`src/rtl/ray_pkg.sv`:
```
// Shared types and constants for the ray row scheduler: scheduler states,
// Q8.8 distance type and the line-buffer entry layout.
package ray_pkg;

    localparam int H_VISIBLE       = 640;
    localparam int H_CENTER        = 320;
    localparam int V_CENTER        = 240;
    localparam int MAX_OUTSTANDING = 8;
    localparam int T_W             = 16;
    localparam int DIR_W           = 16;

    typedef logic signed [T_W-1:0] q8_8_t;

    typedef struct packed {
        logic  hit;
        q8_8_t t;
    } lb_entry_t;

    typedef enum logic [1:0] {
        IDLE  = 2'd0,
        ISSUE = 2'd1,
        DRAIN = 2'd2,
        FLUSH = 2'd3
    } sched_state_t;

    // Signed difference of two 10-bit screen coordinates, widened to a ray component.
    function automatic logic [DIR_W-1:0] dir_offset(input logic [9:0] a, input logic [9:0] b);
        return {6'd0, a} - {6'd0, b};
    endfunction

endpackage

```
`src/rtl/ray_row_scheduler_if.sv`:
```
// Bundle of the row-command, ray-issue, result and line-buffer signals.
// Handshakes: a transfer happens on a clock edge where valid && ready; the
// sender holds payload stable while valid && !ready. result_valid has no ready.
interface ray_row_scheduler_if;
    import ray_pkg::*;

    logic               row_valid;
    logic               row_ready;
    logic [9:0]         row_y;
    logic               abort;
    logic               issue_valid;
    logic               issue_ready;
    logic signed [15:0] issue_dir_x;
    logic signed [15:0] issue_dir_y;
    logic               result_valid;
    logic               result_hit;
    logic [T_W-1:0]     result_t;
    logic               wr_en;
    logic [10:0]        wr_addr;
    logic [T_W:0]       wr_data;
    logic               row_done;
    logic               row_done_bank;
    logic               busy;
    logic               err_spurious;
    sched_state_t       state_dbg;

    modport master (
        input  row_valid, row_y, abort, issue_ready, result_valid, result_hit, result_t,
        output row_ready, issue_valid, issue_dir_x, issue_dir_y, wr_en, wr_addr, wr_data,
               row_done, row_done_bank, busy, err_spurious, state_dbg
    );

    modport slave (
        output row_valid, row_y, abort, issue_ready, result_valid, result_hit, result_t,
        input  row_ready, issue_valid, issue_dir_x, issue_dir_y, wr_en, wr_addr, wr_data,
               row_done, row_done_bank, busy, err_spurious, state_dbg
    );

endinterface

```
`src/rtl/ray_credit_counter.sv`:
```
// Up/down count of rays in flight in the intersection pipeline, saturating
// at MAX and never going below zero.
module ray_credit_counter
    import ray_pkg::*;
#(
    parameter int MAX = MAX_OUTSTANDING
) (
    input  logic clock,
    input  logic reset,
    input  logic inc,
    input  logic dec,
    output logic full,
    output logic empty,
    output logic zero_next
);
    localparam int W = $clog2(MAX + 1);

    logic [W-1:0] count_q, count_d;
    logic         up, dn;

    always_comb begin
        up      = inc && (count_q != W'(MAX));
        dn      = dec && (count_q != '0);
        count_d = count_q;
        if (up && !dn) begin
            count_d = count_q + W'(1);
        end else if (!up && dn) begin
            count_d = count_q - W'(1);
        end
    end

    always_ff @(posedge clock) begin
        if (!reset) begin
            count_q <= '0;
        end else begin
            count_q <= count_d;
        end
    end

    assign full      = (count_q == W'(MAX));
    assign empty     = (count_q == '0);
    assign zero_next = (count_d == '0);

endmodule

```
`src/rtl/ray_row_scheduler.sv`:
```
// Issues one ray per visible pixel of a row to the shared intersection unit
// under a credit limit, and writes the in-order results into a ping-pong line buffer.
module ray_row_scheduler
    import ray_pkg::*;
#(
    parameter int P_H_VISIBLE       = H_VISIBLE,
    parameter int P_H_CENTER        = H_CENTER,
    parameter int P_V_CENTER        = V_CENTER,
    parameter int P_MAX_OUTSTANDING = MAX_OUTSTANDING
) (
    input logic                 clock,
    input logic                 reset,
    ray_row_scheduler_if.master bus
);
    localparam logic [9:0] LAST_X = 10'(P_H_VISIBLE - 1);

    sched_state_t state_q, state_d;
    logic [9:0]   x_q, x_d, rx_q, rx_d, y_q, y_d;
    logic         bank_q, bank_d;
    logic         err_q, err_d;
    logic         wr_en_q, wr_en_d;
    logic [10:0]  wr_addr_q, wr_addr_d;
    lb_entry_t    wr_data_q, wr_data_d;
    logic         row_done_q, row_done_d;
    logic         done_bank_q, done_bank_d;

    logic issue_valid_c, row_ready_c, issue_hs, capture;
    logic full, empty, zero_next;

    ray_credit_counter #(.MAX(P_MAX_OUTSTANDING)) u_credit (
        .clock     (clock),
        .reset     (reset),
        .inc       (issue_hs),
        .dec       (bus.result_valid),
        .full      (full),
        .empty     (empty),
        .zero_next (zero_next)
    );

    always_comb begin
        state_d     = state_q;
        x_d         = x_q;
        rx_d        = rx_q;
        y_d         = y_q;
        bank_d      = bank_q;
        wr_addr_d   = wr_addr_q;
        wr_data_d   = wr_data_q;
        done_bank_d = done_bank_q;
        row_ready_c = 1'b0;

        issue_valid_c = (state_q == ISSUE) && !full;
        issue_hs      = issue_valid_c && bus.issue_ready;
        // A result landing in the abort cycle belongs to the dropped row.
        capture       = bus.result_valid && !empty && !bus.abort &&
                        ((state_q == ISSUE) || (state_q == DRAIN));
        err_d         = err_q || (bus.result_valid && empty);

        wr_en_d    = capture;
        row_done_d = capture && (rx_q == LAST_X);
        if (capture) begin
            wr_addr_d   = {bank_q, rx_q};
            wr_data_d   = '{hit: bus.result_hit, t: bus.result_t};
            done_bank_d = bank_q;
            rx_d        = rx_q + 10'd1;
        end

        case (state_q)
            IDLE: begin
                row_ready_c = 1'b1;
                if (bus.row_valid) begin
                    y_d     = bus.row_y;
                    bank_d  = !bank_q;
                    x_d     = '0;
                    rx_d    = '0;
                    state_d = ISSUE;
                end
            end
            ISSUE: begin
                if (issue_hs) begin
                    x_d = x_q + 10'd1;
                end
                if (bus.abort) begin
                    state_d = FLUSH;
                end else if (issue_hs && (x_q == LAST_X)) begin
                    state_d = DRAIN;
                end
            end
            DRAIN: begin
                // Leave on the cycle the final write is visible so row_ready follows it.
                if (bus.abort) begin
                    state_d = FLUSH;
                end else if (row_done_q) begin
                    state_d = IDLE;
                end
            end
            FLUSH: begin
                if (zero_next) begin
                    state_d = IDLE;
                end
            end
            default: state_d = IDLE;
        endcase
    end

    always_ff @(posedge clock) begin
        if (!reset) begin
            state_q     <= IDLE;
            x_q         <= '0;
            rx_q        <= '0;
            y_q         <= '0;
            bank_q      <= 1'b1;
            err_q       <= 1'b0;
            wr_en_q     <= 1'b0;
            wr_addr_q   <= '0;
            wr_data_q   <= '0;
            row_done_q  <= 1'b0;
            done_bank_q <= 1'b0;
        end else begin
            state_q     <= state_d;
            x_q         <= x_d;
            rx_q        <= rx_d;
            y_q         <= y_d;
            bank_q      <= bank_d;
            err_q       <= err_d;
            wr_en_q     <= wr_en_d;
            wr_addr_q   <= wr_addr_d;
            wr_data_q   <= wr_data_d;
            row_done_q  <= row_done_d;
            done_bank_q <= done_bank_d;
        end
    end

    assign bus.row_ready     = row_ready_c;
    assign bus.issue_valid   = issue_valid_c;
    assign bus.issue_dir_x   = issue_valid_c ? dir_offset(x_q, 10'(P_H_CENTER)) : '0;
    assign bus.issue_dir_y   = issue_valid_c ? dir_offset(10'(P_V_CENTER), y_q) : '0;
    assign bus.wr_en         = wr_en_q;
    assign bus.wr_addr       = wr_addr_q;
    assign bus.wr_data       = wr_data_q;
    assign bus.row_done      = row_done_q;
    assign bus.row_done_bank = done_bank_q;
    assign bus.busy          = (state_q != IDLE);
    assign bus.err_spurious  = err_q;
    assign bus.state_dbg     = state_q;

endmodule

```
`src/flat_wrapper.sv`:
```
// flat-port wrapper written by rule: the top's interface ports become plain ports
module ray_row_scheduler_flat import ray_pkg::*;
#(
    parameter int P_H_VISIBLE       = H_VISIBLE,
    parameter int P_H_CENTER        = H_CENTER,
    parameter int P_V_CENTER        = V_CENTER,
    parameter int P_MAX_OUTSTANDING = MAX_OUTSTANDING
)
  (clock, reset, bus_row_valid, bus_row_y, bus_abort, bus_issue_ready, bus_result_valid, bus_result_hit, bus_result_t, bus_row_ready, bus_issue_valid, bus_issue_dir_x, bus_issue_dir_y, bus_wr_en, bus_wr_addr, bus_wr_data, bus_row_done, bus_row_done_bank, bus_busy, bus_err_spurious, bus_state_dbg);
  ray_row_scheduler_if bus_i ();
  input logic clock;
  input logic reset;
  input wire logic [$bits(bus_i.row_valid)-1:0] bus_row_valid;
  input wire logic [$bits(bus_i.row_y)-1:0] bus_row_y;
  input wire logic [$bits(bus_i.abort)-1:0] bus_abort;
  input wire logic [$bits(bus_i.issue_ready)-1:0] bus_issue_ready;
  input wire logic [$bits(bus_i.result_valid)-1:0] bus_result_valid;
  input wire logic [$bits(bus_i.result_hit)-1:0] bus_result_hit;
  input wire logic [$bits(bus_i.result_t)-1:0] bus_result_t;
  output wire logic [$bits(bus_i.row_ready)-1:0] bus_row_ready;
  output wire logic [$bits(bus_i.issue_valid)-1:0] bus_issue_valid;
  output wire logic [$bits(bus_i.issue_dir_x)-1:0] bus_issue_dir_x;
  output wire logic [$bits(bus_i.issue_dir_y)-1:0] bus_issue_dir_y;
  output wire logic [$bits(bus_i.wr_en)-1:0] bus_wr_en;
  output wire logic [$bits(bus_i.wr_addr)-1:0] bus_wr_addr;
  output wire logic [$bits(bus_i.wr_data)-1:0] bus_wr_data;
  output wire logic [$bits(bus_i.row_done)-1:0] bus_row_done;
  output wire logic [$bits(bus_i.row_done_bank)-1:0] bus_row_done_bank;
  output wire logic [$bits(bus_i.busy)-1:0] bus_busy;
  output wire logic [$bits(bus_i.err_spurious)-1:0] bus_err_spurious;
  output wire logic [$bits(bus_i.state_dbg)-1:0] bus_state_dbg;
  assign bus_i.row_valid = bus_row_valid;
  assign bus_i.row_y = bus_row_y;
  assign bus_i.abort = bus_abort;
  assign bus_i.issue_ready = bus_issue_ready;
  assign bus_i.result_valid = bus_result_valid;
  assign bus_i.result_hit = bus_result_hit;
  assign bus_i.result_t = bus_result_t;
  assign bus_row_ready = bus_i.row_ready;
  assign bus_issue_valid = bus_i.issue_valid;
  assign bus_issue_dir_x = bus_i.issue_dir_x;
  assign bus_issue_dir_y = bus_i.issue_dir_y;
  assign bus_wr_en = bus_i.wr_en;
  assign bus_wr_addr = bus_i.wr_addr;
  assign bus_wr_data = bus_i.wr_data;
  assign bus_row_done = bus_i.row_done;
  assign bus_row_done_bank = bus_i.row_done_bank;
  assign bus_busy = bus_i.busy;
  assign bus_err_spurious = bus_i.err_spurious;
  assign bus_state_dbg = bus_i.state_dbg;
  ray_row_scheduler #(.P_H_VISIBLE(P_H_VISIBLE), .P_H_CENTER(P_H_CENTER), .P_V_CENTER(P_V_CENTER), .P_MAX_OUTSTANDING(P_MAX_OUTSTANDING)) u_core (.clock(clock), .reset(reset), .bus(bus_i));
endmodule
```
`config.mk`:
```
export PLATFORM = sky130hd
export DESIGN_NAME = ray_row_scheduler_flat
export DESIGN_NICKNAME = d
export VERILOG_FILES = /design/src/rtl/ray_pkg.sv /design/src/rtl/ray_row_scheduler_if.sv /design/src/rtl/ray_credit_counter.sv /design/src/rtl/ray_row_scheduler.sv /design/src/flat_wrapper.sv
export SDC_FILE = /design/constraint.sdc
export NUM_CORES = 1
export LEC_CHECK = 0
export ABC_CLOCK_PERIOD_IN_PS = 5600
export CORE_UTILIZATION = 49
export CTS_CLUSTER_SIZE = 14
export DETAILED_ROUTE_END_ITERATION = 16
export HOLD_SLACK_MARGIN = 0.12
export PLACE_DENSITY = 0.82
export SLEW_MARGIN = 30
export SYNTH_ARGS = -nofsm -noshare
export SYNTH_HDL_FRONTEND = slang
export SYNTH_SLANG_ARGS = --single-unit
export TNS_END_PERCENT = 30
```
`constraint.sdc`:
```
create_clock -name clock -period 5.6 [get_ports clock]
set_input_delay 0.56 -clock clock [delete_from_list [all_inputs] [get_ports clock]]
set_output_delay 0.56 -clock clock [all_outputs]
set_load 0.03 [all_outputs]
```
==> results.md <==
| Result | Reported | Unit |
| --- | --- | --- |
| Final setup vio count | 0 | - |
| Worst setup EP type | output port | - |
| Effective utilization at floorplan | 50.5 | % |
| Row count | 30 | - |
| Outcome | completed | - |
| Most frequent cells after synthesis | sky130_fd_sc_hd__nand2_1 (99), sky130_fd_sc_hd__dfxtp_1 (68), sky130_fd_sc_hd__nor2_1 (39) | - |
| EDFF count, synth | 0 | - |
| Average vias per placed instance | 5.13 | - |
| Sink Count | 68 | - |
| Required time at the endpoint of the critical path | 5040 | ps |
| Library cell occupying the most area in the post-synthesis netlist | sky130_fd_sc_hd__dfxtp_1 | - |
| Max-cap check violation count | 0 | - |
| DRC violations left | 0 | - |
| Share of synthesized flip-flops with an asynchronous set or reset | 0 | % |
| Crit path DAT | 3350 | ps |
| TNS Setup | 0 | ps |
| Htree depth | 3 | - |
| Type of origin of the critical path | flop | - |
| Most used DFF post-synth | sky130_fd_sc_hd__dfxtp_1 | - |
| Final-report max-slew violation count | 0 | - |
| FF+latch count, synth | 68 | - |
| RSZ-0062 raised after global routing | no | - |
| Count of final hold-check violations | 0 | - |
| Largest net degree at the start of global routing | 36 | - |
| Top cell type's share of synthesized area | 39.7 | % |
| Post-Synthesis Mean Instance Area | 8.02 | sq um |
| Leakage power summed over all cells | 1.69 | nW |
| Syn Inst Count | 428 | - |
| Top Ports | 102 | - |
| Post-DRT Antenna Nets | 0 | - |
| Largest cells by area after synthesis | sky130_fd_sc_hd__dfxtp_1 (40%), sky130_fd_sc_hd__nand2_1 (11%), sky130_fd_sc_hd__a21boi_0 (8.3%) | - |
| Width of the die | 85.7 | microns |
| Synthesis warning total | 0 | - |
| Initial drt markers | 168 | - |
| Resized cells post-CTS | 0 | - |
| Post-synthesis sequential area ratio | 39.7 | % |
| Cell count after placement | 596 | - |
| Number of buffers inserted by hold repair at cts | 0 | - |
| Crit path max-delay family | simple AND/OR/NAND/NOR gates | - |
| First-pass iteration count of the detailed router | 4 | - |
| Tot GR Track Use | 22.8 | % |
| Total setup buffers inserted after CTS | 0 | - |
| CTS clk-pin slew, worst paths | 70 | ps |
| Initial antenna violation count | 0 | - |
| Slew at the pin closest to its max-slew limit | 688 | ps |
| Gr ovfl total | 0 | - |
| Final routed wirelength across all metal layers | 7860 | microns |
| Post-Synthesis Net Count | 473 | - |
| Number of global-route vias before repair | 2958 | - |
| Total of buffers placed on input and output ports | 101 | - |
| Total inserted antenna cells | 0 | - |
| TritonCTS clock tree | done | - |
| Die Y-Extent | 85.7 | microns |
| Share of the cycle needed by the critical path after routing | 69.9 | % |
| Die area | 0.00734 | sq mm |
| Relative area change from synthesis to final layout | 34.5 | % |
| Detailed-route wire length per cell | 12.8 | microns |
| DR vias | 3137 | - |
| Largest stage delay on the critical path | 780 | ps |
| Worst-path cell with the longest stage delay | sky130_fd_sc_hd__clkdlybuf4s50_1 | - |
| Worst rel slew slack | 53.9 | % |
| Fin Clk Skew | 5.54 | ps |
| Critical Setup Path Class | reg -> out | - |
| Worst Hold Class | reg -> reg | - |
| Share of layout cells above drive strength 1 | 4.46 | % |
| Clock root buffer master | sky130_fd_sc_hd__clkbuf_8 | - |
| Total power divided by cell area | 405 | mW/mm^2 |
| Worst supply voltage drop on vdd | 196 | uV |
| CP max FO | 16 | - |
| Highest attainable clock frequency | 255 | MHz |
| Post-route total power | 1.87 | mW |
| Count of distinct cell types in the synthesized netlist | 46 | - |
| Count of buffering cells on the critical path with inverters included | 2 | - |
| Deepest clock path buffer count | 2 | - |
| Wire length of the first global-routing pass | 13400 | microns |
| Final-stage net count | 556 | - |
| Placeable core area | 0.00679 | sq mm |
| Most common cell in the netlist | sky130_fd_sc_hd__nand2_1 | - |
| Total standard cell area after synthesis | 0.00343 | sq mm |
| Critical path cell sequence | inv_1 -> ha_1 -> nand3b_1 -> nand2_1 -> nor3_1 -> clkdlybuf4s50_1 | - |
| Routability Congestion | 0.893 | - |
| Final min period | 3910 | ps |
| Total CTS buffers | 9 | - |
| Clock Latency Late Sink | 330 | ps |
| Post-detailed-placement half-perimeter wirelength | 5690 | microns |
| Non-filler cells in the finished layout | 612 | - |
-- path summary, 6_finish.rpt --
path	from	end	slack [ps]	depth (start not counted)
min	u_core.bus.wr_data[13]	u_core.bus.wr_data[13]	460	2
min reg2reg	u_core.bus.wr_data[13]	u_core.bus.wr_data[13]	460	2
max	u_core.u_credit.count_q[0]	bus_issue_dir_x[14]	1690	6
max reg2reg	u_core.u_credit.count_q[0]	u_core.rx_q[6]	2740	9
-- cell type report --
class / instances / area (sq um)
clock buffers: 12 / 155
clock inverters: 4 / 47.5
fillers: 552 / 2180
inverters: 12 / 45.0
multi-input cells: 317 / 1860
flip-flops and latches: 68 / 1360
well taps: 96 / 120
repair buffers: 103 / 1030
-- stage by stage --
| step | area, sq um | setup WS, ps | hold WS, ps | util (%) |
|---|---|---|---|---|
| 6_report | 4620 | 1690 | 464 | 67.9 |
| 5_1_grt | 4620 | 1290 | 487 | 67.9 |
| 4_1_cts | 4620 | 1630 | 467 | 67.9 |
| 3_5_place_dp | 4410 | 2000 | 458 | 65.0 |
| 3_3_place_gp | 4400 | 2210 | 449 | 64.8 |
| 2_1_floorplan | 3430 | 2470 | 452 | - |
-- worst register-to-register path, stage by stage (launching register included) --
cell	delay, ps
sky130_fd_sc_hd__dfxtp_1	540
sky130_fd_sc_hd__inv_1	110
sky130_fd_sc_hd__ha_1	300
sky130_fd_sc_hd__or3b_1	240
sky130_fd_sc_hd__and2_1	230
sky130_fd_sc_hd__and3_1	180
sky130_fd_sc_hd__buf_4	340
sky130_fd_sc_hd__nand4_1	310
sky130_fd_sc_hd__or3_1	380
sky130_fd_sc_hd__a21oi_1	160
-- layer usage --
layer  GRT usage (%)  share of wire (%)
met1            28.9                 46
met2            37.7                 46
met3            5.49                6.8
met4            8.33                1.7
met5               0                  0
-- sequential cells by signal, indices dropped and copies added (netlist names) --
register                 flops
u_core.bank_q                1
u_core.bus.err_spurious      1
u_core.bus.wr_data          17
u_core.bus.wr_addr          11
u_core.bus.wr_en             1
u_core.bus.state_dbg         2
u_core.rx_q                 10
u_core.u_credit.count_q      4
u_core.y_q                  10
u_core.x_q                  10
u_core.bus.row_done          1
-- power breakdown --
part | leakage, nW | internal (mW) | switching, mW
Combinational | 1.03 | 0.350 | 0.523
Sequential | 0.551 | 0.534 | 0.0584
Clock | 0.102 | 0.229 | 0.174
Total | 1.69 | 1.11 | 0.756
-- placed cells by master (no fill, tap or decap), types with 8 or more instances in the layout --
cell type	instances
sky130_fd_sc_hd__a21boi_0	38
sky130_fd_sc_hd__clkdlybuf4s50_1	101
sky130_fd_sc_hd__ha_1	12
sky130_fd_sc_hd__inv_1	12
sky130_fd_sc_hd__dfxtp_1	68
sky130_fd_sc_hd__a21oi_1	10
sky130_fd_sc_hd__nor3_1	8
sky130_fd_sc_hd__xor2_1	15
sky130_fd_sc_hd__xnor2_1	12
sky130_fd_sc_hd__nand2_1	99
sky130_fd_sc_hd__nor2_1	39
sky130_fd_sc_hd__nand3_1	10
sky130_fd_sc_hd__and3_1	13
sky130_fd_sc_hd__clkbuf_8	11
-- cells by family (layout without fill, tap and decap cells) --
logic type / count (synthesis) / in the layout / synth area share (%)
mux: 1 / 1 / 0.292
fa+ha+maj: 14 / 14 / 4.96
simple gates: 204 / 204 / 27.4
flops: 68 / 68 / 39.7
buf+inv: 43 / 131 / 6.42
xor+xnor: 27 / 27 / 6.89
compound gates: 71 / 71 / 14.4
(Power assumes the default switching activity.)
